==> src/rtl/linear_acc_ctrl.sv <==
// linear_acc_ctrl: sequences one output neuron at a time over CHUNKS input
// beats, reducing each beat across its lanes. It keeps a running sum per
// channel (A and B), adds the per-neuron bias, and presents the result on a
// valid/ready output. Chunk and neuron indices address the weight and bias
// memories upstream.
//
// Optional feature: define LINEAR_ACC_SATURATE_EN to clamp every accumulate
// and the bias add to the signed BIAS_PRECISION range instead of wrapping.
//
// state  | meaning
// -------+---------------------------------------------------------------
// IDLE   | waiting for start; indices at 0
// ACCUM  | accepting input beats; in_ready high
// BIAS   | one cycle: bias added, output registers loaded
// OUTPUT | out_valid high until out_ready
// DONE   | one-cycle done pulse, then back to IDLE

module linear_acc_ctrl #(
    parameter  int BIAS_PRECISION  = 32,
    parameter  int MUL_PER_FEATURE = 1,
    parameter  int IN_FEATURES     = 64,
    parameter  int OUT_FEATURES    = 16,
    localparam int CHUNKS          = IN_FEATURES / MUL_PER_FEATURE,
    localparam int CW              = (CHUNKS > 1) ? $clog2(CHUNKS) : 1,
    localparam int NW              = (OUT_FEATURES > 1) ? $clog2(OUT_FEATURES) : 1
) (
    input  logic                                            clk,
    input  logic                                            rst,
    input  logic                                            start,
    output logic                                            busy,
    output logic                                            done,
    input  logic                                            in_valid,
    output logic                                            in_ready,
    input  logic [MUL_PER_FEATURE-1:0][BIAS_PRECISION-1:0]  in_data_A,
    input  logic [MUL_PER_FEATURE-1:0][BIAS_PRECISION-1:0]  in_data_B,
    input  logic [BIAS_PRECISION-1:0]                       bias_A,
    input  logic [BIAS_PRECISION-1:0]                       bias_B,
    output logic [CW-1:0]                                   chunk_idx,
    output logic [NW-1:0]                                   neuron_idx,
    output logic                                            out_valid,
    input  logic                                            out_ready,
    output logic [BIAS_PRECISION-1:0]                       out_data_A,
    output logic [BIAS_PRECISION-1:0]                       out_data_B
);

    localparam int P = BIAS_PRECISION;

    typedef enum logic [2:0] {
        S_IDLE,
        S_ACCUM,
        S_BIAS,
        S_OUTPUT,
        S_DONE
    } state_t;

    state_t         state;
    state_t         state_nx;

    logic [P-1:0]   acc_a;
    logic [P-1:0]   acc_b;
    logic [P-1:0]   acc_load_a;
    logic [P-1:0]   acc_load_b;
    logic [P-1:0]   biased_a;
    logic [P-1:0]   biased_b;

    logic           beat;
    logic           out_fire;
    logic           chunk_last;
    logic           neuron_last;
    logic           first_beat;

    // in_ready is a registered copy of (state == ACCUM), so this is the handshake
    assign beat        = in_valid && in_ready;
    assign out_fire    = out_valid && out_ready;
    assign chunk_last  = (chunk_idx == CW'(CHUNKS - 1));
    assign neuron_last = (neuron_idx == NW'(OUT_FEATURES - 1));
    assign first_beat  = (chunk_idx == '0);

`ifdef LINEAR_ACC_SATURATE_EN

    // Lane sum carries enough headroom for MUL_PER_FEATURE full-scale terms;
    // one more bit covers adding that to a clamped accumulator.
    localparam int SW = P + $clog2(MUL_PER_FEATURE) + 1;
    localparam int AW = SW + 1;

    localparam logic [AW-1:0] SAT_MAX = {{(AW-P+1){1'b0}}, {(P-1){1'b1}}};
    localparam logic [AW-1:0] SAT_MIN = {{(AW-P+1){1'b1}}, {(P-1){1'b0}}};

    function automatic logic [P-1:0] clamp(input logic [AW-1:0] v);
        logic [P-1:0] r;
        if ($signed(v) > $signed(SAT_MAX)) begin
            r = SAT_MAX[P-1:0];
        end else if ($signed(v) < $signed(SAT_MIN)) begin
            r = SAT_MIN[P-1:0];
        end else begin
            r = v[P-1:0];
        end
        return r;
    endfunction

    function automatic logic [AW-1:0] sext_p(input logic [P-1:0] v);
        return {{(AW-P){v[P-1]}}, v};
    endfunction

    function automatic logic [AW-1:0] sext_s(input logic [SW-1:0] v);
        return {{(AW-SW){v[SW-1]}}, v};
    endfunction

    logic [SW-1:0] lane_a;
    logic [SW-1:0] lane_b;

    // Reduce the beat's lanes at extended width so no lane sum can overflow
    always_comb begin
        lane_a = '0;
        lane_b = '0;
        for (int i = 0; i < MUL_PER_FEATURE; i++) begin
            lane_a = lane_a + {{(SW-P){in_data_A[i][P-1]}}, in_data_A[i]};
            lane_b = lane_b + {{(SW-P){in_data_B[i][P-1]}}, in_data_B[i]};
        end
    end

    // Clamp the accumulate and bias results back into the signed P-bit range
    always_comb begin
        acc_load_a = first_beat ? clamp(sext_s(lane_a))
                                : clamp(sext_p(acc_a) + sext_s(lane_a));
        acc_load_b = first_beat ? clamp(sext_s(lane_b))
                                : clamp(sext_p(acc_b) + sext_s(lane_b));
        biased_a   = clamp(sext_p(acc_a) + sext_p(bias_A));
        biased_b   = clamp(sext_p(acc_b) + sext_p(bias_B));
    end

`else

    logic [P-1:0] lane_a;
    logic [P-1:0] lane_b;

    // Reduce the beat's lanes; plain modulo 2^P arithmetic
    always_comb begin
        lane_a = '0;
        lane_b = '0;
        for (int i = 0; i < MUL_PER_FEATURE; i++) begin
            lane_a = lane_a + in_data_A[i];
            lane_b = lane_b + in_data_B[i];
        end
    end

    // First beat of a neuron overwrites the accumulator, so no clear cycle is needed
    always_comb begin
        acc_load_a = first_beat ? lane_a : acc_a + lane_a;
        acc_load_b = first_beat ? lane_b : acc_b + lane_b;
        biased_a   = acc_a + bias_A;
        biased_b   = acc_b + bias_B;
    end

`endif

    // State register
    always_ff @(posedge clk) begin
        if (rst) begin
            state <= S_IDLE;
        end else begin
            state <= state_nx;
        end
    end

    // Next-state decode
    always_comb begin
        state_nx = state;
        case (state)
            S_IDLE: begin
                if (start) begin
                    state_nx = S_ACCUM;
                end
            end
            S_ACCUM: begin
                if (beat && chunk_last) begin
                    state_nx = S_BIAS;
                end
            end
            S_BIAS: begin
                state_nx = S_OUTPUT;
            end
            S_OUTPUT: begin
                if (out_fire) begin
                    state_nx = neuron_last ? S_DONE : S_ACCUM;
                end
            end
            S_DONE: begin
                state_nx = S_IDLE;
            end
            default: begin
                state_nx = S_IDLE;
            end
        endcase
    end

    // Status outputs are registered from the next state so they align with it
    always_ff @(posedge clk) begin
        if (rst) begin
            busy      <= 1'b0;
            done      <= 1'b0;
            in_ready  <= 1'b0;
            out_valid <= 1'b0;
        end else begin
            busy      <= (state_nx != S_IDLE);
            done      <= (state_nx == S_DONE);
            in_ready  <= (state_nx == S_ACCUM);
            out_valid <= (state_nx == S_OUTPUT);
        end
    end

    // Chunk index advances per accepted beat and wraps after the last one
    always_ff @(posedge clk) begin
        if (rst) begin
            chunk_idx <= '0;
        end else if (beat) begin
            chunk_idx <= chunk_last ? '0 : chunk_idx + 1'b1;
        end
    end

    // Neuron index advances per output handshake and wraps after the last neuron
    always_ff @(posedge clk) begin
        if (rst) begin
            neuron_idx <= '0;
        end else if (out_fire) begin
            neuron_idx <= neuron_last ? '0 : neuron_idx + 1'b1;
        end
    end

    // Accumulators: load on beats, add bias in BIAS, hold on stall cycles
    always_ff @(posedge clk) begin
        if (rst) begin
            acc_a <= '0;
            acc_b <= '0;
        end else if (beat) begin
            acc_a <= acc_load_a;
            acc_b <= acc_load_b;
        end else if (state == S_BIAS) begin
            acc_a <= biased_a;
            acc_b <= biased_b;
        end
    end

    // Output data loads only on entry to OUTPUT, so it is stable while stalled
    always_ff @(posedge clk) begin
        if (rst) begin
            out_data_A <= '0;
            out_data_B <= '0;
        end else if (state == S_BIAS) begin
            out_data_A <= biased_a;
            out_data_B <= biased_b;
        end
    end

endmodule

==> config.mk <==
export PLATFORM = sky130hd
export DESIGN_NAME = linear_acc_ctrl
export DESIGN_NICKNAME = d
export VERILOG_FILES = /design/src/rtl/linear_acc_ctrl.sv
export SDC_FILE = /design/constraint.sdc
export NUM_CORES = 1
export LEC_CHECK = 0
export CELL_PAD_IN_SITES_DETAIL_PLACEMENT = 1
export CELL_PAD_IN_SITES_GLOBAL_PLACEMENT = 1
export CORE_UTILIZATION = 26
export CTS_CLUSTER_SIZE = 16
export DETAILED_ROUTE_END_ITERATION = 7
export GPL_TIMING_DRIVEN = 0
export PLACE_DENSITY_LB_ADDON = 0.1
export SLEW_MARGIN = 0
export SYNTH_ARGS = -nofsm -noshare
export SYNTH_HDL_FRONTEND = slang
export SYNTH_SLANG_ARGS = --single-unit
==> constraint.sdc <==
create_clock -name clk -period 3.48 [get_ports clk]
set_input_delay 0.348 -clock clk [delete_from_list [all_inputs] [get_ports clk]]
set_output_delay 0.348 -clock clk [all_outputs]
set_load 0.02 [all_outputs]
# After elaboration in Yosys (flattened, before gate mapping)
# Cells that the tools add are included.
op_classes:
  n_eq_ne: 8
  add_sub_neg: 6
  n_mux: 13
  reduce_logical: 7
op_table:
  columns: ["operator", "count"]
  rows:
  - ["32-bit two-way mux", 6]
  - ["32-bit adder", 4]
  - ["3-bit two-way mux", 4]
  - ["3-bit one-hot mux with 4 select lines", 1]
  - ["3-bit by 2-bit == test with 1-bit output, second input constant", 3]
  - ["6-bit by 1-bit adder with 6-bit output, second input constant", 1]
  - ["3-bit by 1-bit == test with 1-bit output, second input constant", 2]
  - ["6-bit == test, second input constant", 1]
  - ["6-bit logical NOT", 1]
  - ["6-bit two-way mux", 1]
  - ["4-bit by 1-bit adder with 4-bit output, second input constant", 1]
  - ["4-bit == test, second input constant", 1]
  - ["4-bit two-way mux", 1]
  - ["3-bit == test, second input constant", 1]
  - ["1-bit logical AND", 3]
  - ["3-bit logical NOT", 1]
  - ["3-bit nonzero test", 1]
  - ["2-bit nonzero test", 1]
word_totals:
  output_inout_bits: 78
  register_bits: 145

# Depth between registers and ports, before layout
# Gate-level depths: netlist of run 1.
depth:
  word_depth: 5
  mapped_depth: 12
  mapped_depth_nobuf: 11

# Worst setup path before layout of run 1
# OpenSTA, ideal clock, no wires.
synth_timing:
  path_type: "input to register"
  startpoint: "input in_data_A[0] (netlist name)"
  endpoint: "register acc_a[30]"
  required_time_ps: 3385
  slack_ps: 664
  arrival_ps: 2721
  setup_ps: 95
  stages: 11
  cell_sequence: "ha_1 -> fa_1 -> a211oi_1 -> nor4_1 -> nor2_1 -> o211ai_1 -> o31ai_1 -> nand2_1 -> a41oi_1 -> xor2_1 -> a221oi_1"
synth_between:
  elab_chain_len: 3
synth_lines:
  columns: ["item", "line_no", "rtl"]
  rows:
  - ["from (decl)", "34", "input logic [MUL_PER_FEATURE-1:0][BIAS_PRECISION-1:0] in_data_A,"]
  - ["32-bit adder", "149", "acc_load_a = first_beat ? lane_a : acc_a + lane_a;"]
  - ["32-bit two-way mux", "149", null]
  - ["32-bit two-way mux", "235", "end else if (beat) begin"]
  - ["to (signal assigned)", "236", "acc_a <= acc_load_a;"]
  - ["to (signal assigned)", "239", "acc_a <= biased_a;"]
  - ["to (decl)", "59", "logic [P-1:0] acc_a;"]
# Every way passes these cells.
# A chain may end at the register's enable or synchronous reset.

# Worst setup path after layout of run 1
# Ends and elaborated chain as after synthesis.

==> results of run 1 <==
[worst min-delay path by stage]
stage | slack, ps | from | endpoint | cells after the start
2_1_floorplan | 470 | start | busy | 1
3_3_place_gp | 440 | out_data_B[5] | out_data_B[5] | 2
3_5_place_dp | 450 | out_data_B[12] | out_data_B[12] | 2
5_1_grt | 470 | out_data_B[19] | out_data_B[19] | 2
6_report | 450 | out_data_B[12] | out_data_B[12] | 2
4_1_cts | 460 | out_data_B[12] | out_data_B[12] | 2
[worst min-delay path, delay by kind of cell, from the launching register on]
family | cells | cell delay [ps]
flops | 1 | 310
simple gates | 1 | 50
compound gates | 1 | 50
[what timing repair did]
item | in CTS | in global routing
gates resized for setup | 10 | 6
buffers inserted | 1 | 7
setup endpoints to repair | 48 | 9
pin swaps | 2 | 6
[area by class of cell]
class                   instances  area, um2
fillers                      5808      31500
multi-input cells            1396       9220
flip-flops and latches        145       2900
repair buffers                218       2160
well taps                     615        769
clock buffers                  17        425
plain buffers                  87        365
clock inverters                15        149
inverters                      31        116
[cell families after synthesis]
| family | Yosys count | share of synthesized area, % |
|---|---|---|
| compound gates | 632 | 32.6 |
| xor+xnor | 94 | 6.57 |
| fa+ha+maj | 131 | 13.3 |
| buf+inv | 119 | 3.73 |
| flops | 145 | 23.2 |
| mux | 10 | 0.799 |
| simple gates | 529 | 19.8 |
[per-stage QoR]
stage	setup WS, ps	instance area (um2)
5_1_grt	1.89	16100
3_3_place_gp	-767	15400
4_1_cts	5.87	16000
6_report	161	16100
3_5_place_dp	-801	15400
2_1_floorplan	664	12500
[layer usage]
layer | vias up | track usage [%] | share of wire, %
li1 | 6669 | - | -
met1 | 6644 | 31.7 | 48
met2 | 247 | 40.5 | 47
met3 | 49 | 3.91 | 3.2
met4 | 0 | 5.35 | 1.7
met5 | - | 0 | 0
[power groups by stage]
| stage | clock, uW | sequential (uW) | combinational, uW |
|---|---|---|---|
| 5_1_grt | 2050 | 1780 | 1910 |
| 4_1_cts | 1990 | 1770 | 1720 |
| 3_3_place_gp | 0 | 1810 | 1680 |
| 2_1_floorplan | 0 | 1790 | 1120 |
| 6_report | 1930 | 1770 | 1740 |
| 3_5_place_dp | 0 | 1810 | 1700 |
[sequential cells by signal, summed over array words and instances (netlist names)]
name,count
acc_a,32
acc_b,32
out_data_A,32
out_data_B,32
chunk_idx,6
neuron_idx,4
state,3
busy,1
done,1
in_ready,1
out_valid,1
[layout by cell type, fill, tap and decap left out, types with 7 or more instances in the layout]
cell type	instances
nand2_1	212
nand2b_1	14
dfxtp_1	145
clkdlybuf4s50_1	210
a21o_1	52
a21oi_1	237
clkbuf_1	60
xor2_1	48
mux2i_1	10
a211o_1	10
clkbuf_16	17
xnor2_1	46
inv_6	7
o21bai_1	11
nand4_1	24
and3_1	19
and2_1	17
a211oi_1	29
buf_1	13
a31o_2	10
o21a_1	12
or3_1	15
nor3_1	31
a31oi_1	29
inv_1	31
nand3_1	38
a221oi_1	34
ha_1	127
o21ai_0	102
buf_4	9
o211ai_1	21
nor2b_1	10
nor2_1	113
==> flow_summary_export.csv, run 1 <==
group,metric,value,unit
place,dpl.cell_count,2485,
synthesis,syn_nets,1924,
pwr,power_frac_seq,32.6,%
cts,clockBufferDepth,2,
sta,setup_tns,0,ps
worst_hold_path,hold_path_class,"register to register",
sta,post-route-period-util,95.4,%
sta,grt_setup_unrepaired,"no",
floorplan,core,47600,um2
setup_path,crit_cells,12,
routing,via_per_inst,5.39,
setup_path,crit_path_end_kind,"register",
synthesis,synth_area_leaders,"dfxtp_1 (23%), ha_1 (13%), a21oi_1 (9.5%), nand2_1 (6.4%), o21ai_0 (4.1%)",
synthesis,syn_inst,1660,
sta,finClkSkew,12.0,ps
pwr,internal-power,3430,uW
floorplan,ioPinCount,211,
setup_path,crit_path_start_kind,"input port",
routing,wl_per_cell,23.3,um
cts,cts_buffers,17,
grt,antenna_found_initial,0,
pwr,p_per_area,338,nW/um2
run_status,status,"complete, no violations",
synthesis,yosysWarnings,0,
synthesis,synth_top_flop_cell,"dfxtp_1",
routing,drt_iter0_markers,690,
pwr,power,5440,uW
setup_path,slowest_stage,"clkdlybuf4s50_1",
cts,cts.sinks,145,
sta,tightest_slew,1120,ps
setup_path,cp-endpoint,"acc_a[30]",
synthesis,synth_seq_cells,145,
setup_path,critical_path_arrival,3720,ps
grt,grt_max_degree,17,
sta,period_needed,3320,ps
setup_path,crit_required,3880,ps
setup_path,crit_path_start,"in_data_A[0]",
synthesis,syn_avg_cell_area,7.55,um2
cts,cts_max_level,4,
routing,remaining_drc_errors,0,
setup_path,crit_type,"input port to register",
cts,cts_tree,"done",
cts,root_buffer,"clkbuf_16",
synthesis,synth_edf_count,0,
synthesis,synth_area,12500,um2
finish,diodes,0,
sta,slew_headroom,25.4,%
grt,grt.total_usage,23.9,%
grt,grt-ovfl-total,0,
finish,drive_above_1_share,5.61,%
finish,final_cells,2524,
pwr,ir_drop,0.214,mV
routing,vias,13600,
synthesis,yosysSeqAreaShare,23.2,%
sta,hold_slack,454,ps
grt,grt_pass1_wl,87700,um
sta,fmax,0.301,GHz
synthesis,yosysTopAreaCell,"dfxtp_1",
sta,slew_violations,0,
sta,hold_violations,0,
place,gp_congestion,0.918,
pwr,p_leak,0.00629,uW
run,cap_violations,0,
finish,num-nets-final,2160,
floorplan,start_util,26.3,%
sta,setup_viol,0,
floorplan,die_x,222,um
routing,final_antenna_net_count,0,
cts,clk_pin_slew,70,ps
grt,grt_pass1_vias,13900,
floorplan,rows,80,
synthesis,yosysTopAreaCellShare,23.2,%
synthesis,synth.most_common_cell,"a21oi_1",
synthesis,async_reset_ff_share,0,%
cts,cts_hold_buf,0,
setup_path,r2r.worst_path.cells,11,
synthesis,ys_types,86,
pwr,sw_frac_of_total,37.0,%
setup_path,rr_startpoint,"acc_b[0]",
place,dp_hpwl,46600,um
floorplan,die_h,222,um
setup_path,cp_top_family,"compound AO/OA/AOI/OAI gates",
floorplan,die_area,49100,um2
setup_path,worstReg2RegEnd,"acc_b[30]",
setup_path,r2r_slack,220,ps
routing,routed_wl,58700,um
setup_path,cp_num_buf_inv,1,
pwr,combPwrFrac,31.9,%
pwr,p_clk_share,35.5,%
setup_path,crit_path_max_fanout,3,
setup_path,crit_path_max_incr_delay,530,ps
routing,firstDrtPassIters,5,
setup_path,path_cells,"clkdlybuf4s50_1 -> ha_1 -> fa_1 -> a211oi_4 -> nor4_1 -> nor2_1 -> o211ai_1 -> o31ai_4 -> nand2_1 -> a41oi_1 -> xor2_1 -> a221oi_1",
synthesis,ys_top_cells_by_count,"a21oi_1 (238), nand2_1 (212), dfxtp_1 (145)",
place,portBuffers,210,
finish,fin_util,33.8,%
cts,insertion_delay,510,ps
finish,syn_to_final_growth,28.6,%
pwr,power_switching,2010,uW
Power figures use the tool's default switching activity.
==> run 2, diff against run 1 <==
--- a/config.mk
+++ b/config.mk
@@ -10,6 +10,7 @@
 export CORE_UTILIZATION = 26
 export CTS_CLUSTER_SIZE = 16
 export DETAILED_ROUTE_END_ITERATION = 7
+export DONT_BUFFER_PORTS = 1
 export GPL_TIMING_DRIVEN = 0
 export PLACE_DENSITY_LB_ADDON = 0.1
 export SLEW_MARGIN = 0
==> run 2 against run 1 <==
  * Maximum frequency down 0.60%
  * Sequential power is essentially flat
  * Die area is the same
  * Largest power group unchanged
  * Non-clock buffer count is 205 lower
  * Critical endpoint unchanged
==> flow_summary_export.csv, run 2 (synthesis results as in run 1) <==
group,metric,value,unit
sta,post-route-period-util,95.9,%
routing,final_antenna_net_count,0,
cts,clockBufferDepth,2,
pwr,power_frac_seq,33.2,%
pwr,sw_frac_of_total,36.2,%
setup_path,crit_type,"register to register",
pwr,internal-power,3410,uW
finish,fin_area,14100,um2
routing,wl_per_cell,25.6,um
place,portBuffers,0,
place,gp_congestion,0.924,
sta,tightest_slew,1130,ps
sta,period_needed,3340,ps
run,cap_violations,0,
grt,grt.total_usage,24.2,%
grt,grt_pass1_wl,87800,um
sta,slew_headroom,24.4,%
sta,fmax,0.300,GHz
cts,cts_buffers,17,
sta,setup_viol,0,
worst_hold_path,hold_path_class,"input port to register",
place,post-place-ws,-598,ps
pwr,p_leak,0.00554,uW
cts,insertion_delay,510,ps
finish,num-nets-final,1955,
routing,firstDrtPassIters,5,
floorplan,die_area,49100,um2
floorplan,die_h,222,um
finish,fill_cells,5806,
finish,syn_to_final_growth,12.3,%
routing,drt_iter0_markers,657,
sta,fin_ws,141,ps
finish,drive_above_1_share,6.10,%
finish,final_cell_mix,"a21oi_1 (236), nand2_1 (212), dfxtp_1 (145)",
routing,vias,12900,
setup_path,critical_path_arrival,3750,ps
place,dp_hpwl,46700,um
grt,grt-ovfl-total,0,
cts,cts.sinks,145,
setup_path,crit_path_max_incr_delay,430,ps
grt,antenna_found_initial,4,
setup_path,path_cells,"ha_1 -> fa_1 -> a211oi_2 -> o21bai_1 -> a21oi_4 -> o221ai_2 -> a21oi_2 -> o21ai_1 -> a311oi_2 -> xor2_1 -> buf_4 -> a221oi_1",
grt,grt_pass1_vias,13300,
floorplan,core,47600,um2
routing,routed_wl,59500,um
sta,finClkSkew,11.3,ps
run_status,status,"complete, no violations",
pwr,p_per_area,380,nW/um2
place,place_area,13300,um2
cts,cts_tree,"done",
routing,remaining_drc_errors,0,
setup_path,crit_path_end_kind,"register",
floorplan,rows,80,
routing,via_per_inst,5.57,
setup_path,crit_path_start_kind,"register",
pwr,combPwrFrac,28.7,%
finish,layout_commonest_cell,"a21oi_1",
setup_path,r2r_slack,140,ps
floorplan,start_util,26.3,%
pwr,ir_drop,0.350,mV
cts,clk_pin_slew,70,ps
sta,grt_setup_unrepaired,"yes",
sta,slew_violations,0,
pwr,power_switching,1930,uW
finish,fin_util,29.5,%
cts,cts_max_level,4,
setup_path,crit_path_max_fanout,5,
cts,root_buffer,"clkbuf_16",
grt,grt_max_degree,17,
setup_path,slowest_stage,"fa_1",
floorplan,ioPinCount,211,
floorplan,die_x,222,um
pwr,p_clk_share,38.0,%
setup_path,crit_required,3890,ps
sta,hold_violations,0,
run 2: final timing paths:
path,start,to,depth (start not counted)
worst max-delay path,acc_a[0],acc_a[30],12
worst min-delay path,in_data_A[18],acc_a[18],2
worst max register to register,acc_a[0],acc_a[30],12
worst min register to register,out_data_B[19],out_data_B[19],2
run 2: final cells by class:
| type | instances | area (um2) | share of cell area (%) |
|---|---|---|---|
| inverter | 31 | 116 | 0.827 |
| antenna | 3 | 7.51 | 0.0533 |
| sequential | 145 | 2900 | 20.6 |
| clock buffer | 17 | 425 | 3.02 |
| timing repair buffer | 12 | 113 | 0.800 |
| buffer | 88 | 369 | 2.62 |
| multi-input combinational | 1396 | 9200 | 65.4 |
| tap | 615 | 769 | 5.47 |
| clock inverter | 15 | 168 | 1.19 |
run 2: worst max-delay path, delay by kind of cell (launching register included):
family | cells | cell delay, ps
buffers and inverters | 1 | 150
adder cells (fa/ha/maj) | 2 | 660
XOR/XNOR | 1 | 100
flip-flops | 1 | 330
AO/OA/AOI/OAI | 8 | 1990
run 2: timing repair:
item,in CTS,in global routing
pin swaps,1,3
setup buffers,0,3
gates cloned,0,0
gates resized for setup,9,6
setup endpoints to repair,52,14
hold buffers,9,0
endpoints found under the hold margin,9,0
run 2: through the flow:
stage	hold slack (ps)	instances	TNS [ps]	total power (uW)
after CTS	13.4	2316	0	5400
after global routing	37.3	2321	-80.2	5640
after global placement	480	2275	-9220	3300
final	45.4	2322	0	5350
after floorplan	466	1660	0	2910
after detailed placement	473	2275	-10030	3310
run 2: power by group through the flow:
stage / Combinational, uW / Clock (uW) / Sequential, uW
final: 1540 / 2030 / 1780
after global placement: 1490 / 0 / 1810
after floorplan: 1120 / 0 / 1790
after global routing: 1700 / 2150 / 1780
after CTS: 1520 / 2100 / 1780
after detailed placement: 1500 / 0 / 1810
run 2: metal layers:
metal,part of all wire (%),wire length [um],GRT usage [%],vias to the layer above
met4,2.0,1220,7.30,4
met2,47,28000,40.4,228
met1,46,27200,30.8,6388
met3,5.1,3040,5.86,56
li1,-,-,-,6258
met5,0.045,27,0,-
